==> src/rtl/cla_nibble_serial_adder.sv <==
// cla_nibble_serial_adder: WIDTH-bit add/sub that reuses one 4-bit lookahead slice per clock, LSB nibble first.
module cla_nibble_serial_adder #(
  parameter int WIDTH = 16
) (
  input  logic             clk,
  input  logic             rst,
  input  logic             start,
  input  logic             sub,
  input  logic [WIDTH-1:0] a,
  input  logic [WIDTH-1:0] b,
  output logic             busy,
  output logic             done,
  output logic [WIDTH-1:0] sum,
  output logic             cout,
  output logic             ovf
);
  localparam int NIB = WIDTH / 4;
  localparam int IW = $clog2(NIB);
  localparam logic [1:0] IDLE = 2'd0;
  localparam logic [1:0] RUN  = 2'd1;
  localparam logic [1:0] DONE = 2'd2;
  logic [1:0] state;
  logic [WIDTH-1:0] a_r, b_r, acc;
  logic [IW-1:0] idx;
  logic carry;
  logic [3:0] p, g, s;
  logic c1, c2, c3, gp, gg, cn;
  assign p  = a_r[3:0] ^ b_r[3:0];
  assign g  = a_r[3:0] & b_r[3:0];
  assign c1 = g[0] | (p[0] & carry);
  assign c2 = g[1] | (p[1] & g[0]) | (p[1] & p[0] & carry);
  assign c3 = g[2] | (p[2] & g[1]) | (p[2] & p[1] & g[0]) | (p[2] & p[1] & p[0] & carry);
  assign s  = p ^ {c3, c2, c1, carry};
  assign gp = &p;
  assign gg = g[3] | (p[3] & g[2]) | (p[3] & p[2] & g[1]) | (p[3] & p[2] & p[1] & g[0]);
  assign cn = gg | (gp & carry);
  assign busy = (state == RUN);
  assign done = (state == DONE);
  always_ff @(posedge clk or posedge rst) begin
    if (rst) begin
      state <= IDLE;
      a_r   <= '0;
      b_r   <= '0;
      acc   <= '0;
      idx   <= '0;
      carry <= 1'b0;
      sum   <= '0;
      cout  <= 1'b0;
      ovf   <= 1'b0;
    end else begin
      case (state)
        IDLE: if (start) begin
          a_r   <= a;
          b_r   <= sub ? ~b : b;
          carry <= sub;
          idx   <= '0;
          state <= RUN;
        end
        RUN: begin
          a_r   <= a_r >> 4;
          b_r   <= b_r >> 4;
          acc   <= {s, acc[WIDTH-1:4]};
          carry <= cn;
          idx   <= idx + 1'b1;
          if (idx == IW'(NIB - 1)) begin
            sum   <= {s, acc[WIDTH-1:4]};
            cout  <= cn;
            ovf   <= cn ^ c3;
            state <= DONE;
          end
        end
        default: state <= IDLE;
      endcase
    end
  end
endmodule

==> config.mk <==
export PLATFORM = sky130hd
export DESIGN_NAME = cla_nibble_serial_adder
export DESIGN_NICKNAME = d
export VERILOG_FILES = /design/src/rtl/cla_nibble_serial_adder.sv
export SDC_FILE = /design/constraint.sdc
export NUM_CORES = 1
export LEC_CHECK = 0
export CORE_MARGIN = 3
export CORE_UTILIZATION = 53
export CTS_BUF_LIST = sky130_fd_sc_hd__clkbuf_8 sky130_fd_sc_hd__clkbuf_16
export CTS_CLUSTER_DIAMETER = 30
export DETAILED_ROUTE_END_ITERATION = 6
export PLACE_DENSITY = 0.92
export SYNTH_ARGS = -nofsm -noshare
export SYNTH_HDL_FRONTEND = slang
export SYNTH_SLANG_ARGS = --single-unit
==> constraint.sdc <==
create_clock -name clk -period 2.6 [get_ports clk]
set_input_delay 0.52 -clock clk [delete_from_list [all_inputs] [get_ports clk]]
set_output_delay 0.52 -clock clk [all_outputs]
set_load 0.02 [all_outputs]
== After elaboration in Yosys (flattened, before gate mapping) ==
Cells that the tools add are included.
Widths: inputs -> output; s select.
Word-level totals
  bits of input ports: 36
  output and inout bits: 20
  register bits after elaboration: 71
  logic and storage cells: 63
Cells by class
  bitwise logic cells: 30
  mux-type cells: 12
  add/sub/neg operators: 1
  equal/unequal tests: 5
  reductions and logical operators: 6
Operators with widths (number)
  $pmux 16 s2: 2
  $mux 16: 3
  $not 16->16: 1
  $and 1x1->1: 15
  $or 1x1->1: 10
  $pmux 2 s2: 2
  $xor 4x4->4: 2
  $mux 2: 3
  $reduce_and 2->1: 3
  $and 4x4->4: 1
  $eq 2x2->1 const B: 2
  $reduce_and 4->1: 1
  $add 2x1->2 const B: 1
  $eq 2x1->1 const B: 1
  $logic_not 2->1: 1
  $ne 2x1->1 const B: 1
  $ne 2x2->1 const B: 1
  $pmux 1 s2: 1
  $reduce_bool 2->1: 1
  $mux 1: 1
  $xor 1x1->1: 1

== Depth between registers and ports, before layout ==
  word-level depth: 7
  mapped depth: 8

== Least setup slack after synthesis ==
Ideal clock, no wire load.
  path kind: reg2out
  start point: register state[0]
  end point: output port done
  stages on the path, launching flop included: 4
  slack: 1.011 ns
  path buffers: 2
  arrival: 1.069 ns
  required time: 2.080 ns
  path through: dfrtp_1 > buf_2 > buf_2 > nor2b_1
On the way
  word-level cells in the longest chain between the ends: 1
Ends and longest elaborated chain
  from (decl): line 22  | logic [1:0] state;
  from (signal assigned): line 41  | state <= IDLE;
  from (signal assigned): line 57  | state <= RUN;
  from (signal assigned): line 69  | state <= DONE;
  $eq 2x2->1: line 38  | assign done = (state == DONE);
  to (decl): line 12  | output logic done,
No other way between the ends.

== Final worst setup path ==
  start point: register state[1]
  end point: output port done
Same word-level chain as after synthesis.

==> metrics.txt <==
Clock transition at path regs 0.06 ns; end of the worst register-to-register path sum[8]; Slew Limit Fails 0; met3 wire length a little over 400 um; Vias/cell between 5 and 6; pin count of the biggest net entering global routing 44; global route overflow 0; All-Layer GR Usage about a fifth; Yosys warnings 0; vias in the first global route 2,509; hold_buf cts 0; CP cell instances nor2b_1 > clkdlybuf4s50_1; total CTS buffers 9; first-pass GRT wire length ~12,000 um; min-delay worst type reg -> reg; Clock H-tree levels 3; status complete, no violations; die area approximately 0.007 sq mm; Max Freq between 0.4 and 0.5 GHz; type of origin of the critical path flop; CTS sink count 67; port bufs 55; # resized after CTS 0; via count around 2,500; M1 WL around 2700 um; CTS tree done; Routed Wire Length around 6700 um; #FFs+latches synth 67; top cells by area, synth dfrtp_1 53%, nand2_1 5.4%, o21ai_0 5.3%; Critical Path Max Stage Delay 0.64 ns; Worst-Skew Late Latency 0.33 ns; filler instances ~450; Initial Util a little under three fifths; top layer in use met4; number of remaining DRC errors 0; Post-Synthesis Net Count between 300 and 400; reg2reg setup slack between 0.6 and 0.7 ns; Post-Synthesis Cells ~310; endpoints failing hold 0; DP Area approximately 0.0038 sq mm; max_cap viols 0; Worst Setup SP state[1]; number of DRC markers in iteration 0 97; reg-to-reg startpoint state[1]; Worst Tran Pin Value ~0.53 ns; gpl congestion 0.823; register area ~0.0017 sq mm; FF-to-FF path depth 6; EDFF count, synth 0; final period utilization just under 90%; Design Area, Final about 0.004 sq mm; Post-DRT Antenna Nets 0; Setup crit end kind output pin; Post CTS Setup Buffer Count 0; Mean Syn Cell Area approximately 10 sq um; Cell Pwr Density around 1100 mW/mm^2; Layout area overhead 23.9%; DIE WIDTH about 84 um; unrepaired setup endpoints after global routing no; Synth cell types 32; nets@finish between 400 and 500; total core area 0.00568 sq mm; Tmin final roughly 2.3 ns; clock skew ~0.0072 ns; Post-Syn Area between 0.003 and 0.004 sq mm; initial antenna violation count 0; routed length per instance roughly 15 um; ys flop type dfrtp_1; Post-Place Worst Slack approximately 0.5 ns; DR WL met2 around 3400 um; Rows 27; Die Span Y approximately 84 um; CTS Root Cell clkbuf_8; Slew HR 64.9%; Worst Setup Path Type reg -> out; maximum VDD drop roughly 560 uV; Min-Delay Path Depth 2; leakage power between 1.5 and 2 nW; CTS Buffer Depth 2; WP data required 2.08 ns; I/O pin count 56; crit path DAT between 1.5 and 2 ns; setup violators final 0; critical path fanouts, max 10; Worst path slowest cell clkdlybuf4s50_1; Synth top area share 52.5%; multi-input logic area around 0.0014 sq mm; area leader, netlist dfrtp_1; Final HPWL DP 4780 um; First-pass DRT Iterations 4; worst setup margin ~0.28 ns; Final TNS setup 0 ns; layout cells sized above 1 a little under 10%; post-synthesis sequential area ratio between 50% and 60%; diode count 0; crit path to done; Post-synth ARST share between 90% and 100%
[power by group]
part | internal [W] | total [W] | switching (W) | leakage (nW)
Combinational | 0.000906 | 0.00193 | 0.00103 | 0.885
Clock | 0.000346 | 0.000684 | 0.000338 | 0.0879
Sequential | 0.00149 | 0.00179 | 0.000303 | 0.854
[cells in the final DEF (no fill, tap or decap), drive strengths merged, types with 3 or more instances in the layout]
master and n:
a21oi 28, a22o 7, a22oi 12, a2bb2oi 3, and3b 11, buf 9, clkbuf 10, clkdlybuf4s50 55
dfrtp 67, ha 5, inv 10, mux2 12, nand2 47, nor2 5, nor2b 16, o21ai 34
xor2 17
[cell type report]
class	count	area share, %
tap	72	2.28
clock buffer	10	3.48
timing repair buffer	64	15.9
inverter	7	0.791
clock inverter	3	0.285
multi-input combinational	211	34.8
sequential	67	42.4
[state kept, by name, indices dropped and copies added, names as in the netlist]
name / flops
state: 2
b_r: 16
acc: 12
cout: 1
a_r: 16
sum: 16
idx: 2
carry: 1
ovf: 1
[cells in the mapped netlist, types with 7 or more instances]
cell type  instances
xor2_1            17
dfrtp_1           67
buf_2              8
mux2_4             7
nor2b_1           16
a22o_1             7
o21ai_0           34
clkbuf_1           8
a21oi_1           28
a22oi_1           12
nand2_1           46
and3b_1           11
[per-layer routing]
layer  vias up  global-route usage, %
li1       1153                      -
met1      1181                   25.5
met2       100                   33.9
met3        18                   3.26
met4         0                   10.8
met5         -                      0
[worst min path at each step]
stage | from | end | slack (ns)
2_1_floorplan | acc[7] | acc[7] | 0.45
5_1_grt | idx[0] | idx[0] | 0.52
6_report | sum[12] | sum[12] | 0.48
3_3_place_gp | acc[4] | acc[4] | 0.46
3_5_place_dp | a_r[10] | a_r[10] | 0.47
4_1_cts | a_r[6] | a_r[6] | 0.49
[stage by stage]
step / hold slack (ns) / cells / util (%) / total power (W)
finish: 0.482 / 434 / 69.7 / 0.00441
global placement: 0.460 / 421 / 67.1 / 0.00364
detailed placement: 0.472 / 421 / 67.1 / 0.00375
global route: 0.516 / 434 / 69.7 / 0.00475
CTS: 0.487 / 434 / 69.7 / 0.00444
floorplan: 0.446 / 305 / - / 0.00308
[worst max-delay path: cells and delay by family (launching register included)]
kind / cells / cell delay (ns)
simple gates: 1 / 0.26
flops: 1 / 0.57
buf+inv: 1 / 0.64
[cells by family (layout without fill, tap and decap cells)]
family / Yosys count / after routing / synth area share (%)
AND/OR/NAND/NOR: 84 / 84 / 13.5
AO/OA/AOI/OAI: 90 / 90 / 16.8
flip-flops: 67 / 67 / 52.5
buffers and inverters: 27 / 84 / 4.35
multiplexers: 12 / 12 / 5.05
XOR/XNOR: 19 / 19 / 5.21
adder cells (fa/ha/maj): 6 / 6 / 2.59
(Power assumes the default switching activity.)
